===== src/rtl/reg_read_pkg.sv =====
// Shared parameters and FSM state encoding for the register-bank read port.
package reg_read_pkg;

  localparam int DATA_W   = 32;
  localparam int NUM_REGS = 16;
  localparam int IDX_W    = 4;

  typedef enum logic [1:0] {
    IDLE = 2'd0,
    HOLD = 2'd1,
    DUMP = 2'd2
  } state_t;

endpackage


===== src/rtl/reg_mux16.sv =====
// Combinational 16:1 selector over the register bank outputs.
module reg_mux16
  import reg_read_pkg::*;
(
  input  logic [IDX_W-1:0]  sel,
  input  logic [DATA_W-1:0] r0,
  input  logic [DATA_W-1:0] r1,
  input  logic [DATA_W-1:0] r2,
  input  logic [DATA_W-1:0] r3,
  input  logic [DATA_W-1:0] r4,
  input  logic [DATA_W-1:0] r5,
  input  logic [DATA_W-1:0] r6,
  input  logic [DATA_W-1:0] r7,
  input  logic [DATA_W-1:0] r8,
  input  logic [DATA_W-1:0] r9,
  input  logic [DATA_W-1:0] r10,
  input  logic [DATA_W-1:0] r11,
  input  logic [DATA_W-1:0] r12,
  input  logic [DATA_W-1:0] r13,
  input  logic [DATA_W-1:0] r14,
  input  logic [DATA_W-1:0] r15,
  output logic [DATA_W-1:0] q
);

  always_comb begin
    q = '0;
    case (sel)
      4'd0:    q = r0;
      4'd1:    q = r1;
      4'd2:    q = r2;
      4'd3:    q = r3;
      4'd4:    q = r4;
      4'd5:    q = r5;
      4'd6:    q = r6;
      4'd7:    q = r7;
      4'd8:    q = r8;
      4'd9:    q = r9;
      4'd10:   q = r10;
      4'd11:   q = r11;
      4'd12:   q = r12;
      4'd13:   q = r13;
      4'd14:   q = r14;
      4'd15:   q = r15;
      default: q = '0;
    endcase
  end

endmodule


===== src/rtl/reg_read_port.sv =====
// Registered two-operand read port with a sequential r0..r15 dump mode.
// Handshake: a beat moves only on a clock edge where rd_valid && rd_ready; while rd_valid && !rd_ready every output holds.
module reg_read_port
  import reg_read_pkg::*;
(
  input  logic              clk,
  input  logic              reset,
  input  logic [DATA_W-1:0] r0,
  input  logic [DATA_W-1:0] r1,
  input  logic [DATA_W-1:0] r2,
  input  logic [DATA_W-1:0] r3,
  input  logic [DATA_W-1:0] r4,
  input  logic [DATA_W-1:0] r5,
  input  logic [DATA_W-1:0] r6,
  input  logic [DATA_W-1:0] r7,
  input  logic [DATA_W-1:0] r8,
  input  logic [DATA_W-1:0] r9,
  input  logic [DATA_W-1:0] r10,
  input  logic [DATA_W-1:0] r11,
  input  logic [DATA_W-1:0] r12,
  input  logic [DATA_W-1:0] r13,
  input  logic [DATA_W-1:0] r14,
  input  logic [DATA_W-1:0] r15,
  input  logic              rd_req,
  input  logic [IDX_W-1:0]  rd_addr_a,
  input  logic [IDX_W-1:0]  rd_addr_b,
  input  logic              dump_start,
  input  logic              rd_ready,
  output logic              rd_valid,
  output logic [DATA_W-1:0] rd_data_a,
  output logic [DATA_W-1:0] rd_data_b,
  output logic [IDX_W-1:0]  rd_idx,
  output logic              busy,
  output logic              dump_done
);

  state_t            state, state_d;
  logic              valid_d, done_d;
  logic [DATA_W-1:0] a_d, b_d, mux_a, mux_b;
  logic [IDX_W-1:0]  idx_d, sel_a;

  reg_mux16 u_mux_a (
    .sel(sel_a), .r0(r0), .r1(r1), .r2(r2), .r3(r3), .r4(r4), .r5(r5), .r6(r6), .r7(r7),
    .r8(r8), .r9(r9), .r10(r10), .r11(r11), .r12(r12), .r13(r13), .r14(r14), .r15(r15),
    .q(mux_a)
  );

  reg_mux16 u_mux_b (
    .sel(rd_addr_b), .r0(r0), .r1(r1), .r2(r2), .r3(r3), .r4(r4), .r5(r5), .r6(r6), .r7(r7),
    .r8(r8), .r9(r9), .r10(r10), .r11(r11), .r12(r12), .r13(r13), .r14(r14), .r15(r15),
    .q(mux_b)
  );

  always_comb begin
    state_d = state;
    valid_d = rd_valid;
    a_d     = rd_data_a;
    b_d     = rd_data_b;
    idx_d   = rd_idx;
    done_d  = 1'b0;
    sel_a   = rd_addr_a;
    case (state)
      IDLE: begin
        // A dump wins over a simultaneous read; the read stays pending on rd_req.
        if (dump_start) begin
          sel_a   = '0;
          state_d = DUMP;
          valid_d = 1'b1;
          a_d     = mux_a;
          b_d     = '0;
          idx_d   = '0;
        end else if (rd_req) begin
          state_d = HOLD;
          valid_d = 1'b1;
          a_d     = mux_a;
          b_d     = mux_b;
          idx_d   = rd_addr_a;
        end else begin
          valid_d = 1'b0;
        end
      end
      HOLD: begin
        if (rd_ready) begin
          if (rd_req) begin
            a_d   = mux_a;
            b_d   = mux_b;
            idx_d = rd_addr_a;
          end else begin
            valid_d = 1'b0;
            state_d = IDLE;
          end
        end
      end
      DUMP: begin
        sel_a = rd_idx + 4'd1;
        if (rd_ready) begin
          if (rd_idx == 4'd15) begin
            valid_d = 1'b0;
            done_d  = 1'b1;
            state_d = IDLE;
          end else begin
            idx_d = rd_idx + 4'd1;
            a_d   = mux_a;
          end
        end
      end
      default: state_d = IDLE;
    endcase
  end

  always_ff @(posedge clk) begin
    if (reset) begin
      state     <= IDLE;
      rd_valid  <= 1'b0;
      rd_data_a <= '0;
      rd_data_b <= '0;
      rd_idx    <= '0;
      busy      <= 1'b0;
      dump_done <= 1'b0;
    end else begin
      state     <= state_d;
      rd_valid  <= valid_d;
      rd_data_a <= a_d;
      rd_data_b <= b_d;
      rd_idx    <= idx_d;
      busy      <= (state_d != IDLE);
      dump_done <= done_d;
    end
  end

endmodule


===== config.mk =====
export PLATFORM = sky130hd
export DESIGN_NAME = reg_read_port
export DESIGN_NICKNAME = d
export VERILOG_FILES = /design/src/rtl/reg_read_pkg.sv /design/src/rtl/reg_mux16.sv /design/src/rtl/reg_read_port.sv
export SDC_FILE = /design/constraint.sdc
export NUM_CORES = 1
export LEC_CHECK = 0
export BUFFER_PORTS_ARGS = -buffer_cell sky130_fd_sc_hd__buf_4
export CORE_AREA = 10 10 221 223
export DETAILED_ROUTE_END_ITERATION = 10
export DIE_AREA = 0 0 231 233
export HOLD_SLACK_MARGIN = 0.03
export PLACE_DENSITY = 0.49
export SYNTH_ARGS = -nofsm -noshare
export SYNTH_HDL_FRONTEND = slang
export SYNTH_SLANG_ARGS = --single-unit
export TNS_END_PERCENT = 50

===== constraint.sdc =====
create_clock -name clk -period 4.6 [get_ports clk]
set_input_delay 1.15 -clock clk [delete_from_list [all_inputs] [get_ports clk]]
set_output_delay 1.15 -clock clk [all_outputs]
set_load 0.02 [all_outputs]

* Word level (Yosys, flattened, before mapping) *
Index checks and enable logic that the tools add are counted.

operators by class
  $add $sub $neg = 1
  eq/ne operators = 38
  muxes and demuxes = 35
  bitwise operators = 2
  reductions and logical operators = 10

operators with widths
  cell                   count
  $pmux W32 S16          2
  $mux W32               8
  $pmux W32 S3           1
  $eq A4 B4 Y1 const B   17
  $pmux W32 S2           1
  $eq A4 B3 Y1 const B   8
  $mux W4                6
  $eq A4 B2 Y1 const B   4
  $mux W2                6
  $pmux W4 S3            1
  $ne A2 B2 Y1 const B   5
  $eq A4 B1 Y1 const B   2
  $logic_not A4 Y1       2
  $pmux W4 S2            1
  $mux W1                7
  $pmux W2 S3            1
  $reduce_and A5 Y1      1
  $add A4 B1 Y4 const B  1
  $reduce_and A4 Y1      1
  $reduce_bool A2 Y1     2
  $pmux W1 S3            1
  $reduce_bool A3 Y1     1
  $reduce_or A3 Y1       1
  $eq A2 B1 Y1 const B   1
  4 further kinds        5

storage, ports and cells
  bits in registers = 73
  input bits = 525
  output and inout port bits = 71
  logic and storage cells = 93

* Logic depth before layout (Yosys ltp) *
  depth in word-level cells = 7
  mapped depth = 14
  mapped depth without buffers = 9

* Cells and area by module *
From an unflattened synthesis, not the netlist that was laid out.

unflattened totals
  cell total of the unflattened synthesis = 1508
  area, all modules = 10966.8 um^2

by module, submodules not included
  module         times used  cells an instance  area an instance (um^2)  sequential area each (um^2)
  reg_mux16      2           607                4095.2                   0.0
  reg_read_port  1           294                2776.4                   1461.4

* Worst setup path before layout *
Ideal clock, no wire load.

  kind = input port to flip-flop
  from = input dump_start
  to = register rd_data_a[9]
  setup time = 0.131 ns
  arrival time = 2.939 ns
  data required time = 4.469 ns
  setup slack = 1.530 ns
  stages on the path = 10
  path buffers = 4
  path through = buf_2 mux2i_1 buf_6 a22oi_2 buf_4 clkbuf_1 mux2i_1 o32ai_1 o41ai_1 nand3_1

on the way
  cells in the longest elaborated chain, start to end = 7
  elaborated cells between the ends (all ways) = 25
  those cells by class = eq/ne: 15; mux: 9; reduce/logical: 1

ends and longest elaborated chain
  element                                     RTL line                                                       RTL
  from (decl)                                 reg_read_port.sv:27                                            input logic dump_start,
  $mux W4                                     reg_read_port.sv:65                                            if (dump_start) begin
  $pmux W4 S2                                 reg_read_port.sv:62                                            case (state)
  $eq A4 B4 Y1, or another cell as far along  reg_mux16.sv:27                                                case (sel)
  $pmux W32 S16                               reg_mux16.sv:27
  $mux W32, on equally long branches          reg_read_port.sv:97, reg_read_port.sv:72, reg_read_port.sv:84
  $mux W32, on equally long branches          reg_read_port.sv:96, reg_read_port.sv:65, reg_read_port.sv:83
  $pmux W32 S3 (*)                            reg_read_port.sv:62
  to (signal assigned)                        reg_read_port.sv:115                                           rd_data_a <= '0;
  to (signal assigned)                        reg_read_port.sv:123                                           rd_data_a <= a_d;
  to (decl)                                   reg_read_port.sv:30                                            output logic [DATA_W-1:0] rd_data_a,

Every way passes the cells marked *; elsewhere a longest branch is shown, timed or not. The select of a mux whose other input is x is not followed.
A chain may end at the register's enable or synchronous reset.

* Worst setup path in the final report *
  from = input dump_start
  to = register rd_data_a[6]

Same word-level chain as after synthesis.

==> results.txt <==
Synth Area in Compound Gates: 48.0%
Gate power share: 60.7%
most frequent cells in the layout: buf_4, nand2_1, a21oi_1, a22oi_1, nor2_1
layout cell share with drive strength beyond 1: 39.4%
setup TNS: 0 ps
DR pass1 iterations: 6
clock root buffer: clkbuf_16
Slew @ Worst Pin: 1450 ps
clock share of power: 20.8%
drt wl/cell: 43.8 um
layer with the highest usage: met2
cts repair resizes: 0
max_cap viols: 0
DR iter-0 viols: 3417
Area Growth Syn to Fin: 54.6%
final WL: 119000 um
Tmin final: 3880 ps
Post-Syn Nets: 2050
Worst R2R End: rd_data_a[6]
Rows: 77
endpoint of the worst hold path: rd_data_b[14]
Top FF cell, synth: dfxtp_1
leakage power: 0.00718 uW
pwr dens: 262 nW/um^2
TritonCTS Buffers: 9
Initial Utilization: 24.8%
CP Max Fanout: 12
Final Setup Violations: 0
Congestion Overflow GR: 0
Worst-Skew Late Latency: 400 ps
mux share of post-synthesis cell area: 10.5%
Min-Delay Path Depth: 2
critical path launch point type: primary input
skew final: 9.34 ps
Flop pwr share: 18.5%
Min-Delay Path Class: reg -> reg
ANT nets after route: 0
Sw Ratio: 49.8%
Critical Path End Type: flop
area of the die: 53800 sq um
GPL Wtd Cong: 1.04
DR vias: 19000
worst vdd ir: 0.152 mV
chip width: 231 um
first-pass GRT wire length: 157000 um
CTS sink cnt: 73
#FFs+latches synth: 73
largest net degree at the start of global routing: 58
EDFF count, synth: 0
Setup Crit Path Kind: in -> reg
Tcrit/Tclk final: 84.4%
Post-DP HPWL: 92700 um
# IOs: 596
Cell Area, Synth: 10900 sq um
Worst R2R Start: state[0]
synth unique cells: 88
RSZ-0062 raised after global routing: no
DIE HEIGHT: 233 um
worst path required time: 4860 ps
Worst EP arrival: 4150 ps
post-CTS setup buffer count: 0
FILL cells: 4755
Final Hold Fails: 0
Mapped Cells: 1520
Hold Slack: 458 ps
H-tree depth: 3
Reg clk slew, reported paths: 80 ps
P_int: 2220 uW
Synth Area in Adders: 0.572%
vias in the first global route: 18700
Synth Area in Simple Gates: 20.5%
XOR/XNOR Fraction of Synth Area: 0.149%
met3 Resource Use GR: 14.9%
CTS tree: built
GR Util met2: 63.7%
initial antenna violation count: 12
vias per inst: 7.01
slew margin rel.: 3.35%
ys async rst share: 0%
CTS Buffer Depth: 2
PortBufs: 595
total core area: 44100 sq um
synthesized area per cell: 7.19 sq um
Final #Nets: 2640
length in cells of the worst reg-to-reg path: 10
sw power: 2200 uW
outcome: finished, final reports clean
main combinational cell family by area after synthesis: compound AO/OA/AOI/OAI gates
most common cell after layout, fill and taps aside: buf_4
internal reg-to-reg setup slack: 810 ps
CTS Hold Bufs: 0
Max Fclk: 257 MHz
worst hold start: rd_data_b[14]
GR Util met1: 47.7%
sequential fraction of the synthesis area: 13.4%
Yosys warnings: 0
Max Slew Vio Count: 0
DRC violations left: 0
Tot GR Track Use: 41.4%
crit path from: dump_start
worst max-delay path by stage:
| stage | endpoint | slack (ps) | cells after the start |
|---|---|---|---|
| finish | rd_data_a[6] | 720 | 9 |
| floorplan | rd_data_a[9] | 1530 | 10 |
| global route | rd_data_a[6] | 750 | 9 |
| global placement | rd_data_a[24] | 470 | 11 |
| CTS | rd_data_a[6] | 870 | 9 |
| detailed placement | rd_data_a[6] | 460 | 9 |
cells in the mapped netlist (all sizes together) (12+ instances only):
cell / n / share of area [%]
nand2: 171 / 5.9
a21oi: 167 / 7.7
nor2: 106 / 4.0
a22oi: 99 / 7.0
o21ai: 87 / 4.2
buf: 76 / 4.1
a221oi: 74 / 6.0
dfxtp: 73 / 13
clkbuf: 72 / 2.5
a22o: 60 / 4.8
mux2i: 52 / 4.8
nor3: 45 / 2.1
nand3: 35 / 1.6
mux2: 31 / 3.2
a32o: 29 / 2.7
a32oi: 29 / 2.3
and3: 22 / 1.3
o221ai: 19 / 1.5
a222oi: 18 / 1.6
a31oi: 17 / 0.97
o211ai: 15 / 1.0
nand4: 14 / 0.80
nor2b: 14 / 0.80
and2: 12 / 0.71
mux4: 12 / 2.5
o22ai: 12 / 0.69
worst max-delay path, stage by stage:
cell	delay, ps
buf_4	140
mux2i_1	830
buf_4	300
a21oi_1	130
and2_1	570
and3_1	370
a2111oi_0	360
and3_1	210
o21ai_0	70
kinds of logic after synthesis:
logic type	Yosys count
adders and majority gates	5
xor gates and xnor gates	1
AOI/OAI and AO/OA	720
DFF	73
and+or+nand+nor	465
muxes	95
buffers and inverters	161
power groups by stage:
stage / clock network [uW] / registers, uW / logic, uW
final: 921 / 818 / 2690
after global placement: 0 / 827 / 2560
after detailed placement: 0 / 827 / 2550
after CTS: 909 / 813 / 2560
after floorplan: 0 / 898 / 1040
after global routing: 922 / 822 / 2710
flip-flops by register name, summed over array words and instances, names as in the netlist:
| register | cells |
|---|---|
| rd_data_a | 32 |
| rd_idx | 4 |
| rd_valid | 1 |
| rd_data_b | 32 |
| state | 2 |
| busy | 1 |
| dump_done | 1 |
area by class of cell:
| cell class | count | area, sq um | area share (%) |
|---|---|---|---|
| antenna | 9 | 22.5 | 0.133 |
| clock buffer | 11 | 253 | 1.49 |
| clock inverter | 5 | 77.6 | 0.459 |
| inverter | 13 | 48.8 | 0.289 |
| multi-input combinational | 1286 | 8780 | 52.0 |
| sequential | 73 | 1460 | 8.64 |
| tap | 592 | 741 | 4.38 |
| timing repair buffer | 727 | 5520 | 32.6 |
routing by layer:
metal  vias up  share of wire, %
met1      9054                36
met5         -             0.044
met2      2088                43
met4         8               7.3
met3       530                14
li1       7348                 -
stage by stage:
stage / worst slack, ps / std cells / power [uW] / util (%) / area (sq um)
floorplan: 1530 / 1520 / 1930 / - / 10900
global placement: 470 / 2691 / 3390 / 37.5 / 16600
detailed placement: 458 / 2691 / 3380 / 37.5 / 16600
CTS: 874 / 2707 / 4280 / 38.3 / 16900
global route: 750 / 2710 / 4450 / 38.3 / 16900
finish: 716 / 2716 / 4430 / 38.3 / 16900
(Power assumes the default switching activity.)
